===== src/rtl/fifo36_demux_sid_pkg.sv =====
`default_nettype none
// ============================================================================
//  Module   : fifo36_demux_sid_pkg
//  Brief    : Shared constants, state encodings and routing helper for the
//             fifo36 stream-ID demultiplexer.
//  Revision : 1.0 - initial release
// ============================================================================
package fifo36_demux_sid_pkg;

    // fifo36 line layout
    localparam int c_sof_bit = 32;
    localparam int c_eof_bit = 33;
    localparam int c_occ_hi  = 35;
    localparam int c_occ_lo  = 34;

    // Frame FSM encodings
    localparam logic [2:0] c_st_idle  = 3'd0;
    localparam logic [2:0] c_st_hold0 = 3'd1;
    localparam logic [2:0] c_st_emit0 = 3'd2;
    localparam logic [2:0] c_st_emit1 = 3'd3;
    localparam logic [2:0] c_st_pass  = 3'd4;
    localparam logic [2:0] c_st_drop  = 3'd5;

    // Setting-register offsets from BASE
    localparam int c_reg_sid0 = 0;
    localparam int c_reg_sid1 = 1;
    localparam int c_reg_ctrl = 2;

    typedef enum logic [1:0] {
        ROUTE_OUT0 = 2'd0,
        ROUTE_OUT1 = 2'd1,
        ROUTE_DROP = 2'd2
    } route_t;

    // out0 takes precedence when both stream IDs match
    function automatic route_t route_decide(input logic [31:0] payload,
                                            input logic [31:0] sid0,
                                            input logic [31:0] sid1,
                                            input logic [1:0]  en);
        route_t r;
        r = ROUTE_DROP;
        if (en[1] && (payload == sid1)) r = ROUTE_OUT1;
        if (en[0] && (payload == sid0)) r = ROUTE_OUT0;
        return r;
    endfunction

endpackage
`default_nettype wire


===== src/rtl/fifo36_demux_sid_if.sv =====
`default_nettype none
// ============================================================================
//  Module   : fifo36_demux_sid_if
//  Brief    : Stream bundle: one fifo36 input, two fifo36 outputs.
//  Revision : 1.0 - initial release
// ============================================================================
interface fifo36_demux_sid_if;
    logic [35:0] data_i;
    logic        src_rdy_i;
    logic        dst_rdy_o;
    logic [35:0] data0_o;
    logic [35:0] data1_o;
    logic        src0_rdy_o;
    logic        src1_rdy_o;
    logic        dst0_rdy_i;
    logic        dst1_rdy_i;

    // Upstream source and downstream sinks
    modport master (
        output data_i, src_rdy_i, dst0_rdy_i, dst1_rdy_i,
        input  dst_rdy_o, data0_o, data1_o, src0_rdy_o, src1_rdy_o
    );

    // Demultiplexer side
    modport slave (
        input  data_i, src_rdy_i, dst0_rdy_i, dst1_rdy_i,
        output dst_rdy_o, data0_o, data1_o, src0_rdy_o, src1_rdy_o
    );
endinterface
`default_nettype wire


===== src/rtl/fifo36_demux_sid_setting_reg.sv =====
`default_nettype none
// ============================================================================
//  Module   : fifo36_demux_sid_setting_reg
//  Brief    : Single addressed setting register on the settings bus.
//  Revision : 1.0 - initial release
// ============================================================================
module fifo36_demux_sid_setting_reg #(
    parameter int ADDR  = 0,
    parameter int WIDTH = 32
) (
    input  wire logic             clk,
    input  wire logic             rst,
    input  wire logic             i_strobe,
    input  wire logic [7:0]       i_addr,
    input  wire logic [WIDTH-1:0] i_data,
    output logic      [WIDTH-1:0] o_data
);
    localparam logic [7:0] c_addr = ADDR[7:0];

    logic [WIDTH-1:0] r_value;

    // Capture the bus word when our address is strobed
    always_ff @(posedge clk or posedge rst) begin
        if (rst) begin
            r_value <= '0;
        end else if (i_strobe && (i_addr == c_addr)) begin
            r_value <= i_data;
        end
    end

    assign o_data = r_value;
endmodule
`default_nettype wire


===== src/rtl/fifo36_demux_sid.sv =====
`default_nettype none
// ============================================================================
//  Module   : fifo36_demux_sid
//  Brief    : Routes whole fifo36 packets to out0/out1 or drops them, based
//             on the payload of the stream-ID line and two SID registers.
//  Revision : 1.0 - initial release
// ============================================================================
module fifo36_demux_sid
    import fifo36_demux_sid_pkg::*;
#(
    parameter int BASE     = 0,
    parameter int SID_LINE = 1
) (
    input  wire logic        clk,
    input  wire logic        reset,
    input  wire logic        clear,
    input  wire logic        set_stb,
    input  wire logic [7:0]  set_addr,
    input  wire logic [31:0] set_data,
    fifo36_demux_sid_if.slave bus,
    output logic      [31:0] status
);
    logic [31:0] w_sid0;
    logic [31:0] w_sid1;
    logic [1:0]  w_en;

    logic [2:0]  r_state;
    logic [35:0] r_word0;
    logic [35:0] r_word1;
    logic        r_sel;
    logic [15:0] r_drop_cnt;
    logic [15:0] r_pass_cnt;

    logic        w_sel_dst_rdy;
    logic        w_valid;
    logic [35:0] w_data;
    logic        w_dst_rdy;
    logic        w_in_xfer;
    logic        w_out_xfer;
    logic        w_is_sof;
    logic        w_is_eof;
    route_t      w_route;

    fifo36_demux_sid_setting_reg #(.ADDR(BASE + c_reg_sid0), .WIDTH(32)) u_sr_sid0 (
        .clk(clk), .rst(reset), .i_strobe(set_stb), .i_addr(set_addr),
        .i_data(set_data), .o_data(w_sid0)
    );

    fifo36_demux_sid_setting_reg #(.ADDR(BASE + c_reg_sid1), .WIDTH(32)) u_sr_sid1 (
        .clk(clk), .rst(reset), .i_strobe(set_stb), .i_addr(set_addr),
        .i_data(set_data), .o_data(w_sid1)
    );

    fifo36_demux_sid_setting_reg #(.ADDR(BASE + c_reg_ctrl), .WIDTH(2)) u_sr_ctrl (
        .clk(clk), .rst(reset), .i_strobe(set_stb), .i_addr(set_addr),
        .i_data(set_data[1:0]), .o_data(w_en)
    );

    // Output mux and input ready: held words in EMIT*, straight wire in PASS
    always_comb begin
        w_sel_dst_rdy = r_sel ? bus.dst1_rdy_i : bus.dst0_rdy_i;
        w_route       = route_decide(bus.data_i[31:0], w_sid0, w_sid1, w_en);
        w_is_sof      = bus.data_i[c_sof_bit];
        w_is_eof      = bus.data_i[c_eof_bit];
        w_valid       = 1'b0;
        w_data        = '0;
        w_dst_rdy     = 1'b0;
        case (r_state)
            c_st_emit0: begin
                w_valid = 1'b1;
                w_data  = r_word0;
            end
            c_st_emit1: begin
                w_valid = 1'b1;
                w_data  = r_word1;
            end
            c_st_pass: begin
                w_valid   = bus.src_rdy_i;
                w_data    = bus.data_i;
                w_dst_rdy = w_sel_dst_rdy;
            end
            default: begin
                w_dst_rdy = 1'b1;
            end
        endcase
        w_in_xfer  = bus.src_rdy_i & w_dst_rdy;
        w_out_xfer = w_valid & w_sel_dst_rdy;
    end

    assign bus.dst_rdy_o  = w_dst_rdy;
    assign bus.src0_rdy_o = w_valid & ~r_sel;
    assign bus.src1_rdy_o = w_valid &  r_sel;
    assign bus.data0_o    = w_data;
    assign bus.data1_o    = w_data;
    assign status         = {r_drop_cnt, r_pass_cnt};

    // Packet FSM; clear flushes mid-packet so the tail arrives as orphans
    always_ff @(posedge clk or posedge reset) begin
        if (reset) begin
            r_state    <= c_st_idle;
            r_word0    <= '0;
            r_word1    <= '0;
            r_sel      <= 1'b0;
            r_drop_cnt <= '0;
            r_pass_cnt <= '0;
        end else if (clear) begin
            r_state    <= c_st_idle;
            r_drop_cnt <= '0;
            r_pass_cnt <= '0;
        end else begin
            case (r_state)
                c_st_idle: begin
                    if (w_in_xfer) begin
                        if (!w_is_sof) begin
                            r_drop_cnt <= r_drop_cnt + 16'd1;
                        end else begin
                            r_word0 <= bus.data_i;
                            if (SID_LINE == 0) begin
                                if (w_route == ROUTE_DROP) begin
                                    r_drop_cnt <= r_drop_cnt + 16'd1;
                                    r_state    <= w_is_eof ? c_st_idle : c_st_drop;
                                end else begin
                                    r_sel   <= (w_route == ROUTE_OUT1);
                                    r_state <= c_st_emit0;
                                end
                            end else if (w_is_eof) begin
                                // Packet ends before its stream-ID line
                                r_drop_cnt <= r_drop_cnt + 16'd1;
                            end else begin
                                r_state <= c_st_hold0;
                            end
                        end
                    end
                end
                c_st_hold0: begin
                    if (w_in_xfer) begin
                        r_word1 <= bus.data_i;
                        if (w_route == ROUTE_DROP) begin
                            r_drop_cnt <= r_drop_cnt + 16'd1;
                            r_state    <= w_is_eof ? c_st_idle : c_st_drop;
                        end else begin
                            r_sel   <= (w_route == ROUTE_OUT1);
                            r_state <= c_st_emit0;
                        end
                    end
                end
                c_st_emit0: begin
                    if (w_out_xfer) begin
                        if (SID_LINE != 0) begin
                            r_state <= c_st_emit1;
                        end else if (r_word0[c_eof_bit]) begin
                            r_pass_cnt <= r_pass_cnt + 16'd1;
                            r_state    <= c_st_idle;
                        end else begin
                            r_state <= c_st_pass;
                        end
                    end
                end
                c_st_emit1: begin
                    if (w_out_xfer) begin
                        if (r_word1[c_eof_bit]) begin
                            r_pass_cnt <= r_pass_cnt + 16'd1;
                            r_state    <= c_st_idle;
                        end else begin
                            r_state <= c_st_pass;
                        end
                    end
                end
                c_st_pass: begin
                    if (w_in_xfer && w_is_eof) begin
                        r_pass_cnt <= r_pass_cnt + 16'd1;
                        r_state    <= c_st_idle;
                    end
                end
                c_st_drop: begin
                    if (w_in_xfer && w_is_eof) begin
                        r_state <= c_st_idle;
                    end
                end
                default: begin
                    r_state <= c_st_idle;
                end
            endcase
        end
    end
endmodule
`default_nettype wire


===== src/flat_wrapper.sv =====
// flat-port wrapper written by rule: the top's interface ports become plain ports
module fifo36_demux_sid_flat import fifo36_demux_sid_pkg::*;
#(
    parameter int BASE     = 0,
    parameter int SID_LINE = 1
)
  (clk, reset, clear, set_stb, set_addr, set_data, status, bus_data_i, bus_src_rdy_i, bus_dst0_rdy_i, bus_dst1_rdy_i, bus_dst_rdy_o, bus_data0_o, bus_data1_o, bus_src0_rdy_o, bus_src1_rdy_o);
  fifo36_demux_sid_if bus_i ();
  input  wire logic clk;
  input  wire logic reset;
  input  wire logic clear;
  input  wire logic set_stb;
  input  wire logic [7:0] set_addr;
  input  wire logic [31:0] set_data;
  output logic      [31:0] status;
  input wire logic [$bits(bus_i.data_i)-1:0] bus_data_i;
  input wire logic [$bits(bus_i.src_rdy_i)-1:0] bus_src_rdy_i;
  input wire logic [$bits(bus_i.dst0_rdy_i)-1:0] bus_dst0_rdy_i;
  input wire logic [$bits(bus_i.dst1_rdy_i)-1:0] bus_dst1_rdy_i;
  output wire logic [$bits(bus_i.dst_rdy_o)-1:0] bus_dst_rdy_o;
  output wire logic [$bits(bus_i.data0_o)-1:0] bus_data0_o;
  output wire logic [$bits(bus_i.data1_o)-1:0] bus_data1_o;
  output wire logic [$bits(bus_i.src0_rdy_o)-1:0] bus_src0_rdy_o;
  output wire logic [$bits(bus_i.src1_rdy_o)-1:0] bus_src1_rdy_o;
  assign bus_i.data_i = bus_data_i;
  assign bus_i.src_rdy_i = bus_src_rdy_i;
  assign bus_i.dst0_rdy_i = bus_dst0_rdy_i;
  assign bus_i.dst1_rdy_i = bus_dst1_rdy_i;
  assign bus_dst_rdy_o = bus_i.dst_rdy_o;
  assign bus_data0_o = bus_i.data0_o;
  assign bus_data1_o = bus_i.data1_o;
  assign bus_src0_rdy_o = bus_i.src0_rdy_o;
  assign bus_src1_rdy_o = bus_i.src1_rdy_o;
  fifo36_demux_sid #(.BASE(BASE), .SID_LINE(SID_LINE)) u_core (.clk(clk), .reset(reset), .clear(clear), .set_stb(set_stb), .set_addr(set_addr), .set_data(set_data), .bus(bus_i), .status(status));
endmodule

===== config.mk =====
export PLATFORM = sky130hd
export DESIGN_NAME = fifo36_demux_sid_flat
export DESIGN_NICKNAME = d
export VERILOG_FILES = /design/src/rtl/fifo36_demux_sid_pkg.sv /design/src/rtl/fifo36_demux_sid_if.sv /design/src/rtl/fifo36_demux_sid_setting_reg.sv /design/src/rtl/fifo36_demux_sid.sv /design/src/flat_wrapper.sv
export SDC_FILE = /design/constraint.sdc
export NUM_CORES = 1
export LEC_CHECK = 0
export CORE_UTILIZATION = 44
export CTS_CLUSTER_SIZE = 10
export DETAILED_ROUTE_END_ITERATION = 8
export PLACE_DENSITY_LB_ADDON = 0.2
export SYNTH_ARGS = -nofsm -noshare
export SYNTH_HDL_FRONTEND = slang
export SYNTH_SLANG_ARGS = --single-unit

===== constraint.sdc =====
create_clock -name clk -period 8.1 [get_ports clk]
set_input_delay 1.62 -clock clk [delete_from_list [all_inputs] [get_ports clk]]
set_output_delay 1.62 -clock clk [all_outputs]
set_load 0.005 [all_outputs]

# [Word-level counts from Yosys, hierarchy flattened]
# Cells that the tools add are included.
[word_totals] reg_bits=174 output_inout_bits=107 wordCells=88
[classes] n_reduce_logical=18 n_addsub=2 n_mux=30 n_bitwise=7 n_eq_ne=22
[op_table] operator="$mux W16" count=10
[op_table] operator="$pmux W36 S3" count=1
[op_table] operator="$eq A32 B32 Y1" count=2
[op_table] operator="$pmux W16 S2" count=2
[op_table] operator="$mux W3" count=11
[op_table] operator="$add A16 B1 Y16 const B" count=2
[op_table] operator="$ne A3 B2 Y1 const B" count=7
[op_table] operator="$pmux W3 S5" count=1
[op_table] operator="$reduce_and A4 Y1" count=3
[op_table] operator="$eq A8 B1 Y1 const B" count=1
[op_table] operator="$eq A8 B2 Y1 const B" count=1
[op_table] operator="$logic_not A8 Y1" count=1
[op_table] operator="$reduce_and A7 Y1" count=1
[op_table] operator="$eq A3 B2 Y1 const B" count=2
[op_table] operator="$eq A3 B3 Y1 const B" count=2
[op_table] operator="$logic_and A1 B1 Y1" count=6
[op_table] operator="$ne A3 B3 Y1 const B" count=2
[op_table] operator="$reduce_bool A3 Y1" count=2
[op_table] operator="$reduce_and A5 Y1" count=1
[op_table] operator="$and A1 B1 Y1" count=4
[op_table] operator="$mux W2" count=2
[op_table] operator="$ne A4 B4 Y1 const B" count=1
[op_table] operator="$pmux W1 S2" count=2
[op_table] operator="$reduce_or A2 Y1" count=2
[op_table] operator="other kinds (8)" count=10

# [Logic depth before layout (Yosys ltp)]
[depth] ltp_word=9 depth_mapped=10

# [Modules after synthesis]
# A second synthesis with hierarchy kept.
[unflattened] cells_unflattened=790 area_unflattened_um2=9332.7
[by_module_without_submodules] module="fifo36_demux_sid" area_each_um2=6500.0 seq_area_each_um2=2702.6 cells_per_inst=637 instances=1
[by_module_without_submodules] module="fifo36_demux_sid_setting_reg (u_core.u_sr_sid1)" area_each_um2=1363.8 seq_area_each_um2=800.8 cells_per_inst=72 instances=1
[by_module_without_submodules] module="fifo36_demux_sid_setting_reg (u_core.u_sr_sid0)" area_each_um2=1361.3 seq_area_each_um2=800.8 cells_per_inst=72 instances=1
[by_module_without_submodules] module="fifo36_demux_sid_setting_reg (u_core.u_sr_ctrl)" area_each_um2=107.6 seq_area_each_um2=50.0 cells_per_inst=9 instances=1

# [Least setup slack after synthesis]
# Ideal clock, no wire load.
[synth_path] kind="input port to output port" startpoint="input bus_src_rdy_i" endpoint="output bus_src1_rdy_o" t_arrival_ns=2.146 n_path_buf=0 setup_slack_ns=4.334 stages=3 path_cell_list="nor3b_1 > a21oi_1 > nor2b_1"
[synth_between] elab_chain_len=2
[synth_rtl] item="start, declared" line_no="flat_wrapper.sv:17" text="input wire logic [$bits(bus_i.src_rdy_i)-1:0] bus_src_rdy_i;"
[synth_rtl] item="$pmux W1 S2" line_no="fifo36_demux_sid.sv:68" text="case (r_state)"
[synth_rtl] item="$and A1 B1 Y1" line_no="fifo36_demux_sid.sv:92" text="assign bus.src1_rdy_o = w_valid & r_sel;"
[synth_rtl] item="end, declared" line_no="flat_wrapper.sv:24" text="output wire logic [$bits(bus_i.src1_rdy_o)-1:0] bus_src1_rdy_o;"
# Every way passes these cells.

# [Worst setup path in the final report]
# Ends and elaborated chain as after synthesis.

==> out/metrics.yaml <==
cts_buffers: 17
design_area_mm2: 0.0113
ir_worst_vdd_mv: 0.145
grt_pass1_vias: 6304
cp_max_fo: 4
p_leak_nw: 4.69
tns_ns: 0
antenna_found_initial: 1
grt_overflow_total: 0
finalNetCount: 1008
startpoint_type: "primary input"
io_pins: 190
core-area_mm2: 0.0196
cts-root-buf: "clkbuf_16"
mostFrequentLayoutCells: "clkdlybuf4s50_1 (189), dfrtp_1 (174), mux2_2 (137)"
num_rows: 51
cts_setup_buffers: 0
area_growth_pct: 27.7
maxSlewViolCount: 0
p_per_area_mw_per_mm2: 213
r2r_end: "u_core.r_pass_cnt[15]$_DFFE_PP0P_"
vias: 6463
drt_first_pass_iters: 4
final_common_cell: "clkdlybuf4s50_1"
worstHoldPathType: "flop to flop"
place.gp.congestion: 0.825
critPathKind: "primary input to primary output"
grt_max_degree: 97
syn_area_mm2: 0.00886
cts_sinks: 174
drt-initial-drc-count: 352
reg2reg_depth: 8
synth-edff-count: 0
die_x_um: 144
instances_no_fill: 1200
wirelength_um: 22200
cp-startpoint: "bus_src_rdy_i"
drv_cap: 0
grt_pass1_wl_um: 35000
clock_path_buffers: 2
pre_cts_ws_ns: 3.09
multi_input_area_mm2: 0.00406
diodes: 0
grt_usage: 0.225
syn_nets: 872
drive_gt1_frac: 0.204
nFillCells: 1667
via_per_inst: 5.39
worstPathArrival_ns: 3.42
drc_errors: 0
p_total_w: 0.00241
cts_max_level: 4
required_ns: 6.48
async_flop_share: 1.00
fin_ws_ns: 3.06
slowest_stage: "clkdlybuf4s50_1"
start_util: 0.452
max_stage_delay_ns: 0.52
slew_headroom: 0.266
finalCritPeriodShare: 0.622
yosysUniqueCellTypes: 55
cts_tree: "done"
ys_warn_count: 0
timing.rr.start: "u_core.r_state[0]$_DFFE_PP0P_"
seq_area_frac_synth: 0.492
dp_hpwl_um: 15200
dieArea_mm2: 0.0207
final-setup-viol-count: 0
syn_inst: 787
chipHeight_um: 144
skew_ns: 0.0142
cts_resized: 0
ant_nets: 0
worst_pin_slew_ns: 1.10
port_buffers: 189
cts_hold_buffers: 0
rsz0062_at_grt: "no"
crit_chain: "clkdlybuf4s50_1 -> nor3b_1 -> a21oi_1 -> nor2b_1 -> clkdlybuf4s50_1"
wl_per_cell_um: 18.5
ff2ff_setup_slack_ns: 4.79
cpMostUsedCell: "clkdlybuf4s50_1"
synth_ff_type: "dfrtp_1"
hold_viol: 0
path_clk_slew_ns: 0.06
dpl.cell_count: 1169
min_delay_path_depth: 2
endpoint_kind: "primary output"
layout.area.seq_mm2: 0.00435
max_freq_ghz: 0.198
avgSynthCellArea_um2: 11.3
clkLatencyLatePin_ns: 0.43
ys_ff_latch: 174
status: "finished, final reports clean"
critPathCapture: "bus_src1_rdy_o"
fin_crit_ns: 5.04
placed_cell_area_mm2: 0.0107
==> stage by stage <==
stage | hold slack [ns] | utilization
finish | 0.488 | 0.577
global route | 0.506 | 0.577
CTS | 0.486 | 0.577
detailed placement | 0.471 | 0.547
global placement | 0.450 | 0.547
floorplan | 0.435 | -
==> synthesized netlist by cell type (13+ instances only) <==
library cell,instances,area [µm²]
xor2_1,50,438
nor4_1,14,87.6
o21ai_0,52,260
clkbuf_1,29,109
mux2_2,137,1540
a21oi_1,18,90.1
nand2_1,60,225
a22oi_1,35,263
nor2b_1,13,81.3
nor2_1,29,109
buf_4,36,270
xnor2_1,17,149
dfrtp_1,174,4350
==> worst max-delay path, delay by kind of cell <==
family	cells	cell delay, ns
simple gates	2	0.61
compound gates	1	0.17
buf+inv	2	1.03
==> layer usage <==
metal	global-route usage	wire, µm
met1	0.301	10000
met2	0.374	10900
met3	0.0500	1040
met4	0.0476	189
met5	0	0
==> state kept, by name (all words and copies together), names as in the netlist <==
name / count
u_core.r_sel: 1
u_core.u_sr_sid1.o_data: 32
u_core.r_pass_cnt: 16
u_core.r_word0: 36
u_core.r_drop_cnt: 16
u_core.r_word1: 36
u_core.u_sr_ctrl.o_data: 2
u_core.u_sr_sid0.o_data: 32
u_core.r_state: 3
==> layout make-up <==
class | instances | area share
flip-flops and latches | 174 | 0.385
multi-input cells | 524 | 0.359
repair buffers | 195 | 0.171
clock buffers | 22 | 0.0428
well taps | 265 | 0.0293
clock inverters | 9 | 0.00863
inverters | 11 | 0.00409
==> cells by family (layout without fill, tap and decap cells) <==
| group | after synthesis | count (layout) | share of synthesized area |
|---|---|---|---|
| adders and majority gates | 2 | 2 | 0.00283 |
| xor gates and xnor gates | 67 | 67 | 0.0663 |
| muxes | 144 | 144 | 0.184 |
| and+or+nand+nor | 185 | 185 | 0.108 |
| buffers and inverters | 89 | 237 | 0.0545 |
| AOI/OAI and AO/OA | 126 | 126 | 0.0930 |
| DFF | 174 | 174 | 0.492 |
==> where the power goes <==
part	leakage, nW	switching [W]	internal [W]
Combinational	2.14	0.000185	0.000249
Sequential	2.26	0.000100	0.00106
Clock	0.286	0.000354	0.000460
Total	4.69	0.000639	0.00177
==> worst min path at each step <==
stage	start	end	slack [ns]
after floorplan	u_core.r_word0[32]$_DFFE_PP0P_	u_core.r_word0[32]$_DFFE_PP0P_	0.44
final	u_core.r_word0[1]$_DFFE_PP0P_	u_core.r_word0[1]$_DFFE_PP0P_	0.49
after global routing	u_core.r_word0[1]$_DFFE_PP0P_	u_core.r_word0[1]$_DFFE_PP0P_	0.51
after global placement	u_core.r_word0[32]$_DFFE_PP0P_	u_core.r_word0[32]$_DFFE_PP0P_	0.45
after CTS	u_core.r_word0[1]$_DFFE_PP0P_	u_core.r_word0[1]$_DFFE_PP0P_	0.49
after detailed placement	u_core.r_word0[1]$_DFFE_PP0P_	u_core.r_word0[1]$_DFFE_PP0P_	0.47
(Power assumes the default switching activity.)
